File: src/rtl/game_round_ctrl.sv
// rtl/game_round_ctrl.sv - round/score sequencer for a two-player chase game
// Optional pause support is built in when GAME_PAUSE_EN is defined.
module game_round_ctrl #(
    parameter int unsigned TICK_DIV    = 500000,
    parameter int unsigned START_DELAY = 120,
    parameter int unsigned ROUND_TICKS = 3600,
    parameter int unsigned HOLD_TICKS  = 60,
    parameter int unsigned HIT_DIST    = 32,
    parameter int unsigned WIN_SCORE   = 5
) (
    input  logic       clk,
    input  logic       rst,
    input  logic       start,
    input  logic       pause,
    input  logic [9:0] p1_x,
    input  logic [9:0] p1_y,
    input  logic [9:0] p2_x,
    input  logic [9:0] p2_y,
    output logic       move_tick,
    output logic       pos_load,
    output logic [2:0] state,
    output logic [3:0] score_p1,
    output logic [3:0] score_p2,
    output logic       game_over
);

    typedef enum logic [2:0] {
        S_IDLE      = 3'd0,
        S_COUNTDOWN = 3'd1,
        S_PLAY      = 3'd2,
        S_ROUND_END = 3'd3,
        S_GAME_OVER = 3'd4
    } state_t;

    localparam int TW = (TICK_DIV > 1) ? $clog2(TICK_DIV) : 1;
    localparam int unsigned PMAX_A = (START_DELAY > ROUND_TICKS) ? START_DELAY : ROUND_TICKS;
    localparam int unsigned PMAX   = (PMAX_A > HOLD_TICKS) ? PMAX_A : HOLD_TICKS;
    localparam int PW = (PMAX > 1) ? $clog2(PMAX + 1) : 1;

    localparam logic [TW-1:0] TICK_LAST  = TW'(TICK_DIV - 1);
    localparam logic [PW-1:0] START_LAST = PW'(START_DELAY - 1);
    localparam logic [PW-1:0] ROUND_LAST = PW'(ROUND_TICKS - 1);
    localparam logic [PW-1:0] HOLD_LAST  = PW'(HOLD_TICKS - 1);
    localparam logic [10:0]   HIT_LIM    = 11'(HIT_DIST);
    localparam logic [4:0]    WIN_LIM    = 5'(WIN_SCORE);

    state_t        state_q, state_n;
    logic [TW-1:0] tick_cnt;
    logic [PW-1:0] phase_q, phase_n;
    logic [3:0]    score1_n, score2_n;
    logic          pos_load_n, move_tick_n;
    logic          tick, start_q, start_edge, run;
    logic [9:0]    dx, dy;
    logic          overlap;

`ifdef GAME_PAUSE_EN
    logic pause_q, pause_edge, paused, paused_n;
    assign pause_edge = pause & ~pause_q;
`else
    logic unused_pause;
    assign unused_pause = pause;
`endif

    assign tick       = (tick_cnt == TICK_LAST);
    assign start_edge = start & ~start_q;

    // Unsigned distance per axis; subtract the smaller from the larger so nothing wraps.
    assign dx      = (p1_x >= p2_x) ? p1_x - p2_x : p2_x - p1_x;
    assign dy      = (p1_y >= p2_y) ? p1_y - p2_y : p2_y - p1_y;
    assign overlap = ({1'b0, dx} < HIT_LIM) && ({1'b0, dy} < HIT_LIM);

    always_comb begin
        state_n    = state_q;
        phase_n    = phase_q;
        score1_n   = score_p1;
        score2_n   = score_p2;
        pos_load_n = 1'b0;
        run        = 1'b1;
`ifdef GAME_PAUSE_EN
        paused_n   = paused;
        run        = !paused;
`endif
        case (state_q)
            S_IDLE: begin
                if (start_edge) begin
                    score1_n   = 4'd0;
                    score2_n   = 4'd0;
                    pos_load_n = 1'b1;
                    phase_n    = '0;
                    state_n    = S_COUNTDOWN;
                end
            end
            S_COUNTDOWN: begin
                if (tick) begin
                    if (phase_q == START_LAST) begin
                        phase_n = '0;
                        state_n = S_PLAY;
                    end else begin
                        phase_n = phase_q + 1'b1;
                    end
                end
            end
            S_PLAY: begin
`ifdef GAME_PAUSE_EN
                if (pause_edge) paused_n = !paused;
`endif
                // A catch outranks round expiry when both land in the same cycle.
                if (run) begin
                    if (overlap) begin
                        score2_n = (score_p2 == 4'hF) ? score_p2 : score_p2 + 4'd1;
                        phase_n  = '0;
                        state_n  = S_ROUND_END;
                    end else if (tick) begin
                        if (phase_q == ROUND_LAST) begin
                            score1_n = (score_p1 == 4'hF) ? score_p1 : score_p1 + 4'd1;
                            phase_n  = '0;
                            state_n  = S_ROUND_END;
                        end else begin
                            phase_n = phase_q + 1'b1;
                        end
                    end
                end
            end
            S_ROUND_END: begin
                if (tick) begin
                    if (phase_q == HOLD_LAST) begin
                        phase_n = '0;
                        if (({1'b0, score_p1} >= WIN_LIM) || ({1'b0, score_p2} >= WIN_LIM)) begin
                            state_n = S_GAME_OVER;
                        end else begin
                            pos_load_n = 1'b1;
                            state_n    = S_COUNTDOWN;
                        end
                    end else begin
                        phase_n = phase_q + 1'b1;
                    end
                end
            end
            S_GAME_OVER: begin
                if (start_edge) begin
                    phase_n = '0;
                    state_n = S_IDLE;
                end
            end
            default: begin
                phase_n = '0;
                state_n = S_IDLE;
            end
        endcase
        // move_tick is registered; gate on the next state so it only shows while state reads PLAY.
`ifdef GAME_PAUSE_EN
        if (state_n != S_PLAY) paused_n = 1'b0;
        move_tick_n = tick && (state_q == S_PLAY) && (state_n == S_PLAY) && !paused_n;
`else
        move_tick_n = tick && (state_q == S_PLAY) && (state_n == S_PLAY);
`endif
    end

    always_ff @(posedge clk) begin
        if (!rst) begin
            state_q   <= S_IDLE;
            tick_cnt  <= '0;
            phase_q   <= '0;
            score_p1  <= 4'd0;
            score_p2  <= 4'd0;
            move_tick <= 1'b0;
            pos_load  <= 1'b0;
            game_over <= 1'b0;
            start_q   <= 1'b0;
`ifdef GAME_PAUSE_EN
            pause_q   <= 1'b0;
            paused    <= 1'b0;
`endif
        end else begin
            tick_cnt  <= tick ? '0 : tick_cnt + 1'b1;
            state_q   <= state_n;
            phase_q   <= phase_n;
            score_p1  <= score1_n;
            score_p2  <= score2_n;
            move_tick <= move_tick_n;
            pos_load  <= pos_load_n;
            game_over <= (state_n == S_GAME_OVER);
            start_q   <= start;
`ifdef GAME_PAUSE_EN
            pause_q   <= pause;
            paused    <= paused_n;
`endif
        end
    end

    assign state = state_q;

endmodule

File: config.mk
export PLATFORM = sky130hd
export DESIGN_NAME = game_round_ctrl
export DESIGN_NICKNAME = d
export VERILOG_FILES = /design/src/rtl/game_round_ctrl.sv
export SDC_FILE = /design/constraint.sdc
export NUM_CORES = 1
export LEC_CHECK = 0
export ABC_CLOCK_PERIOD_IN_PS = 9520
export BUFFER_PORTS_ARGS = -buffer_cell sky130_fd_sc_hd__buf_2
export CORE_ASPECT_RATIO = 1.1
export CORE_UTILIZATION = 40
export CTS_CLUSTER_DIAMETER = 50
export DETAILED_ROUTE_END_ITERATION = 16
export PLACE_DENSITY = 0.65
export SYNTH_ARGS = -nofsm -noshare
export SYNTH_HDL_FRONTEND = slang
export SYNTH_SLANG_ARGS = --single-unit
File: constraint.sdc
create_clock -name clk -period 9.52 [get_ports clk]
set_clock_uncertainty 0.1 [all_clocks]
set_input_delay 1.904 -clock clk [delete_from_list [all_inputs] [get_ports clk]]
set_output_delay 1.904 -clock clk [all_outputs]
set_load 0.005 [all_outputs]
# Word-level counts from Yosys, hierarchy flattened
# Cells that the tools add are included.
# Widths: inputs -> output; s select.
# word_totals
regBits,46
latchBits,0
ram_bits,0
romBits,0
out_inout_bits,14
wordCells,96
mem_count,0
# op_classes
addsub,8
multipliers,0
div,0
magnitude_cmp,6
n_eq_ne,23
shift,0
muxes,36
n_bitwise,3
reduce_logical,11
# op_table
cell,n
$mux 12,8
$pmux 12 s4,1
$sub 10x10->10,4
$mux 3,10
$mux 4,7
$ge 10x10->1,2
$lt 10x6->1 const B,2
$mux 10,2
$add 19x1->19 const B,1
$eq 19x19->1 const B,1
$ne 2x2->1 const B,9
$pmux 4 s2,2
$pmux 3 s5,1
$add 12x1->12 const B,1
$eq 12x12->1 const B,1
$eq 12x6->1 const B,1
$eq 12x7->1 const B,1
$eq 3x2->1 const B,3
$add 4x1->4 const B,2
$eq 4x4->1 const B,2
$ge 4x3->1 const B,2
$reduce_and 4->1,2
$eq 3x3->1 const B,2
$reduce_and 6->1,1
other kinds (12),19

# Longest topological paths before layout
# Gate-level depths: netlist (run 1).
# depth
ltp_word,8
ltp_mapped,16

# Worst setup path before layout (run 1)
# Ideal clock, no wire load.
# synth_timing
path_kind,input -> register
startpoint,in p1_x[6]
endpoint,reg phase_q[11]
setup_time_ns,0.129
arrival_ns,4.806
setup_slack_ns,4.485
stages,16
path_buffers,4
cell_sequence,inv_1 -> ha_1 -> buf_4 -> and2_4 -> nand3_1 -> nor2b_1 -> or3_1 -> mux2_2 -> o2bb2ai_1 -> or4_1 -> buf_2 -> o21a_1 -> buf_6 -> o211ai_4 -> buf_6 -> o211ai_2
# synth_between
elab_chain_cells,6
word_cells_on_any_way,10
# synth_lines
element,line,rtl
"start, declared",15,"input logic [9:0] p1_x,"
$sub 10x10->10 / $ge 10x10->1 (equally long branches),68,assign dx = (p1_x >= p2_x) ? p1_x - p2_x : p2_x - p1_x;
$mux 10 *,68,
$lt 10x6->1 *,70,"assign overlap = ({1'b0, dx} < HIT_LIM) && ({1'b0, dy} < HIT_LIM);"
$logic_and 1x1->1 *,70,
$ne 3x3->1 (no line) / $mux 12 (equally long branches),-,
$reduce_and 4->1 (no line) / $pmux 12 s4 (equally long branches),-,
"end signal, assigned",177,phase_q <= phase_n;
"end, declared",49,"logic [PW-1:0] phase_q, phase_n;"
# Every way passes the cells marked *; elsewhere a longest branch is shown, timed or not.
# A chain may end at the register's enable or synchronous reset.

# Worst setup path after layout (run 1)
# layout_timing
startpoint,in p1_x[6]
endpoint,reg phase_q[2]
# The elaborated chain is that of the path after synthesis.

==> flow_summary_export.csv, run 1 <==
group,metric,value,unit
layout,fin_cells,676,
global_routing,grt_max_degree,19,
cts,cts_max_path_buffers,2,
worst_setup_path,crit_start,"p1_x[6]",
detailed_routing,via_per_inst,5.413,
layout,drive_above_1_share,15.56,%
worst_setup_path,crit_type,"in -> reg",
pwr,ir_drop,74.93,uV
worst_setup_path,critPathSlowestCell,"or4_1",
outcome,status,"finished clean",
logic_synthesis,syn_nets,603,
logic_synthesis,async_flop_share,0,%
floorplanning,die_h,106.6,um
worst_setup_path,crit_path_start_kind,"input pin",
logic_synthesis,synth_top_flop_cell,"dfxtp_1",
sta,finalCriticalPeriod,5.340,ns
layout,layout.cells.most_common,"buf_2",
placement,portBuffers,56,
global_routing,grt_pass1_wl,14.66,mm
layout,finalNetCount,648,
placement,dp.cells,668,
cts,cts-root-buf,"clkbuf_8",
worst_setup_path,regToRegStartpoint,"tick_cnt[0]",
detailed_routing,routedWlPerCell,12.74,um
cts,insertion_delay,0.31,ns
logic_synthesis,synth_edf_count,0,
cts,cts_setup_buffers,0,
worst_setup_path,path_cells,"buf_2, inv_1, ha_1, and2_4, nand3_1, nor2b_1, or3_1, mux2_2, o2bb2ai_1, or4_1, o21a_1, o211ai_4, o211ai_1",
detailed_routing,firstDrtPassIters,4,
placement,dp_hpwl,6.649,mm
global_routing,grt_pass1_vias,3345,
logic_synthesis,synth.distinct_cells,65,
pwr,power_density,106.1,nW/um2
worst_setup_path,slowest_delay,0.73,ns
global_routing,grt_overflow,0,
sta,worstMarginPinSlew,0.9348,ns
logic_synthesis,synth_area,3975,um2
pwr,p_leak,0.001987,uW
layout,n_antenna_cell,0,
global_routing,antenna_found_initial,0,
detailed_routing,vias,3659,
sta,finalMaxSlewViolations,0,
cts,tritoncts,"built",
detailed_routing,drt-total-wl,8.615,mm
flow_run,cap_violations,0,
floorplanning,io_pins,58,
worst_setup_path,endpoint_kind,"register",
layout,final_cell_mix,"56 x buf_2, 55 x inv_1, 46 x ha_1, 46 x dfxtp_1, 44 x nor2_1",
floorplanning,start_util,41.89,%
logic_synthesis,yosys_register_bits,46,
logic_synthesis,synthCells,513,
logic_synthesis,yosys_warnings,0,
worst_setup_path,cp.arrival,5.42,ns
sta,period_share,56.10,%
sta,rsz0062_at_grt,"false",
cts,hold_buffers,0,
cts,clock-sinks,46,
worst_setup_path,cp_max_fo,12,
logic_synthesis,syn_avg_cell_area,7.749,um2
cts,htree_levels,2,
floorplanning,die_area,10340,um2
sta,hold_viol,0,
placement,gp_congestion,0.8196,
floorplanning,num_rows,37,
sta,setup_viol_count_final,0,
detailed_routing,drc_errors,0,
cts,clk_pin_slew_worst_paths,0.09,ns
global_routing,gr-usage-all-layers,16.81,%
detailed_routing,ant_nets,0,
cts,cts_made_buffers,5,
hold_path,hp-start,"tick_cnt[0]",
logic_synthesis,synth-seq-area-share,23.17,%
layout,area_delta_synth_final,11.11,%
detailed_routing,drtIter0Drc,169,
hold_path,holdCritPathClass,"reg -> reg",
sta,setup_tns,0,ns
cts,cts_resized,0,
sta,slew_headroom,37.54,%
floorplanning,die_w,97.05,um
floorplanning,fp.coreArea,9490,um2
worst_setup_path,required,9.60,ns
sta,max_freq,187.3,MHz
==> synthesized netlist by cell type (4+ instances only) <==
cell,n,area share [%]
xnor2_1,11,2.4
o211ai_2,8,2.5
xor2_1,14,3.1
nand3_1,34,4.3
mux2i_1,4,1.0
a21o_1,8,1.5
o2bb2ai_1,4,0.88
dfxtp_1,46,23
and3_1,12,1.9
nor3_1,9,1.1
nand2b_1,9,1.4
o211ai_1,17,3.2
nor2_1,44,4.2
a21oi_1,34,4.3
o21ai_1,6,0.76
nor4_1,4,0.63
o21ai_0,15,1.9
ha_1,46,14
inv_1,55,5.2
clkbuf_1,8,0.76
nand4_1,7,1.1
or3_1,6,0.94
nor2b_1,9,1.4
buf_2,6,0.76
a31oi_1,6,0.94
nand2_1,34,3.2
==> worst max-delay path, delay by kind of cell <==
| kind | cells | cell delay [ns] |
|---|---|---|
| buffers and inverters | 2 | 0.13 |
| muxes | 1 | 0.26 |
| and+or+nand+nor | 5 | 1.57 |
| adders and majority gates | 1 | 0.41 |
| AOI/OAI and AO/OA | 4 | 1.13 |
==> registers in the layout (all words and copies together), names as in the netlist <==
| name | cells |
|---|---|
| tick_cnt | 19 |
| phase_q | 12 |
| score_p1 | 4 |
| score_p2 | 4 |
| state | 3 |
| game_over | 1 |
| move_tick | 1 |
| pos_load | 1 |
| start_q | 1 |
==> power breakdown <==
part | internal, uW | switching (uW) | total (uW)
Combinational | 50.1 | 70.7 | 121
Clock | 78.7 | 71.4 | 150
Sequential | 195 | 2.55 | 197
==> cell families (layout without fill, tap and decap cells) <==
kind of cell             Yosys count  count (layout)  synth area share (%)
adder cells (fa/ha/maj)           46              46                 14.48
flip-flops                        46              46                 23.17
XOR/XNOR                          25              25                 5.508
AO/OA/AOI/OAI                    123             123                 22.00
AND/OR/NAND/NOR                  194             194                 25.62
buffers and inverters             73             119                 7.649
multiplexers                       6               6                 1.574
==> cell type report <==
cell class	instances	area [um2]
Multi-Input combinational cell	394	2750
Fill cell	947	5074
Clock buffer	5	68.82
Inverter	55	206.4
Timing Repair Buffer	56	280.3
Sequential cell	46	920.9
Tap cell	117	146.4
Clock inverter	3	43.79
==> final timing paths <==
path	endpoint	slack, ns	cells after the start
setup / recovery	phase_q[2]	4.18	13
hold / removal	tick_cnt[0]	0.37	1
setup reg to reg	move_tick	6.43	9
hold reg to reg	tick_cnt[0]	0.37	1
==> through the flow <==
step           utilization (%)  hold WS (ns)  setup WS, ns  area, um2  power (uW)
3_3_place_gp             45.35        0.3391         3.885       4304       319.0
6_report                 46.54        0.3705         4.180       4417       468.5
2_1_floorplan                -        0.3303         4.485       3975       291.6
5_1_grt                  46.54        0.4176         3.966       4417       492.2
3_5_place_dp             45.35        0.3542         3.862       4304       322.5
4_1_cts                  46.54        0.3762         4.169       4417       470.4
==> metal layers <==
layer	track usage (%)	part of all wire [%]
met4	4.691	0.93
met1	20.38	48
met5	0	0
met2	30.48	48
met3	2.761	3.1
No activity file was read; power rests on OpenSTA's default activity.
==> run 2: changes to the inputs <==
--- a/config.mk
+++ b/config.mk
@@ -5,13 +5,13 @@
 export SDC_FILE = /design/constraint.sdc
 export NUM_CORES = 1
 export LEC_CHECK = 0
-export ABC_CLOCK_PERIOD_IN_PS = 9520
+export ABC_CLOCK_PERIOD_IN_PS = 4910
 export BUFFER_PORTS_ARGS = -buffer_cell sky130_fd_sc_hd__buf_2
 export CORE_ASPECT_RATIO = 1.1
 export CORE_UTILIZATION = 40
 export CTS_CLUSTER_DIAMETER = 50
 export DETAILED_ROUTE_END_ITERATION = 16
-export PLACE_DENSITY = 0.65
+export PLACE_DENSITY = 0.68
 export SYNTH_ARGS = -nofsm -noshare
 export SYNTH_HDL_FRONTEND = slang
 export SYNTH_SLANG_ARGS = --single-unit
==> constraint.sdc (replaced) <==
create_clock -name clk -period 4.91 [get_ports clk]
set_clock_uncertainty 0.1 [all_clocks]
set_input_delay 0.982 -clock clk [delete_from_list [all_inputs] [get_ports clk]]
set_output_delay 0.982 -clock clk [all_outputs]
set_load 0.005 [all_outputs]
==> run 2 against run 1 <==
Die area unchanged. Utilization decreased by 0.092 points. Total power increased by 84%. Via count increased by 1.0%. Final cell count increased by 0.30%. Worst setup slack got worse by 3.5 ns.
==> flow_summary_export.csv, run 2 (synthesized netlist as in run 1, its figures left out) <==
group,metric,value,unit
cts,cts_made_buffers,5,
global_routing,grt_max_degree,19,
worst_setup_path,cp_max_fo,12,
sta,holdWs,0.3957,ns
layout,layout.area.seq,920.9,um2
global_routing,grt_pass1_vias,3347,
cts,cts_setup_buffers,0,
layout,final_cell_mix,"56 x buf_2, 55 x inv_1, 46 x ha_1, 46 x dfxtp_1, 44 x nor2_1",
worst_setup_path,endpoint_kind,"register",
cts,cts-root-buf,"clkbuf_8",
hold_path,holdCritPathClass,"reg -> reg",
detailed_routing,ant_nets,0,
cts,clock-sinks,46,
flow_run,cap_violations,0,
cts,hold_buffers,0,
sta,period_share,86.87,%
layout,largest_reg_flops,19,
sta,setup_viol_count_final,0,
cts,cts_max_path_buffers,2,
floorplanning,num_rows,37,
layout,fin_cells,678,
worst_setup_path,cp.arrival,4.34,ns
placement,dp.cells,669,
global_routing,grt_pass1_wl,14.73,mm
cts,clk_pin_slew_worst_paths,0.09,ns
pwr,power.total,860.7,uW
cts,tritoncts,"built",
layout,multi_input_area,2750,um2
detailed_routing,routedWlPerCell,12.77,um
placement,place_area,4312,um2
worst_setup_path,crit_path_start_kind,"input pin",
outcome,status,"finished clean",
placement,dp_hpwl,6.668,mm
layout,layout.cells.most_common,"buf_2",
sta,slew_headroom,37.58,%
global_routing,grt_overflow,0,
detailed_routing,drc_errors,0,
detailed_routing,drtIter0Drc,219,
detailed_routing,vias,3697,
pwr,p_leak,0.001979,uW
worst_setup_path,crit_type,"in -> reg",
cts,insertion_delay,0.31,ns
detailed_routing,firstDrtPassIters,5,
floorplanning,io_pins,58,
sta,setup_tns,0,ns
pwr,power_density,195.3,nW/um2
pwr,ir_drop,88.04,uV
layout,finalNetCount,649,
floorplanning,fp.coreArea,9490,um2
sta,finalMaxSlewViolations,0,
sta,max_freq,234.4,MHz
global_routing,gr-usage-all-layers,16.85,%
sta,hold_viol,0,
sta,finalCriticalPeriod,4.266,ns
detailed_routing,via_per_inst,5.453,
layout,fin_area,4408,um2
floorplanning,die_h,106.6,um
placement,gp_congestion,0.8265,
layout,top_regs,"tick_cnt x19, phase_q x12",
layout,regMostFlops,"tick_cnt",
sta,rsz0062_at_grt,"false",
cts,htree_levels,2,
layout,drive_above_1_share,15.71,%
floorplanning,die_w,97.05,um
layout,area_delta_synth_final,10.89,%
placement,portBuffers,56,
floorplanning,start_util,41.89,%
floorplanning,die_area,10340,um2
worst_setup_path,required,4.98,ns
layout,fill_cells,935,
detailed_routing,drt-total-wl,8.660,mm
sta,worstMarginPinSlew,0.9342,ns
cts,cts_resized,0,
global_routing,antenna_found_initial,1,
## run 2: changes by cell type in the layout (fill, tap and decap cells not counted), sizes merged
| cell | delta |
|---|---|
| buf | +1 |
| bufinv | -1 |
| clkinvlp | +1 |
| diode | +1 |
## run 2: final cells by class
cell class / count / area share (%)
repair buffers: 57 / 6.529
diodes: 1 / 0.05677
well taps: 117 / 3.321
multi-input cells: 394 / 62.39
clock inverters: 3 / 0.5677
clock buffers: 5 / 1.561
inverters: 55 / 4.684
flip-flops and latches: 46 / 20.89
## run 2: path summary, 6_finish.rpt
check,start,end,slack [ns],cells after the start
worst min-delay path,tick_cnt[0],tick_cnt[0],0.40,1
worst min register to register,tick_cnt[0],tick_cnt[0],0.40,1
worst max register to register,tick_cnt[0],move_tick,1.84,9
worst max-delay path,p1_x[6],phase_q[3],0.64,13
## run 2: through the flow
step	setup WS, ns	util [%]
global placement	0.3984	45.43
floorplan	0.7966	-
finish	0.6445	46.45
CTS	0.6499	46.42
global route	0.4564	46.42
detailed placement	0.3350	45.43
## run 2: critical path, cell delays in order
cell and delay (ns):
buf_2 0.09, inv_1 0.04, ha_1 0.40, and2_4 0.22, nand3_1 0.13, nor2b_1 0.07, or3_1 0.44, mux2_2 0.26
o2bb2ai_1 0.05, or4_1 0.72, o21a_1 0.29, o211ai_4 0.44, o211ai_1 0.18
## run 2: report_power, final
group          leakage (uW)  internal (uW)  switching (uW)
sequential         0.000372            378            5.33
clock             0.0000448            103             140
combinational       0.00156           97.2             138
## run 2: routing by layer
layer  routed length (um)  global-route usage [%]
met5                    0                       0
met4                  130                   5.011
met3                  304                   2.630
met2                 4198                   29.93
met1                 4027                   20.88
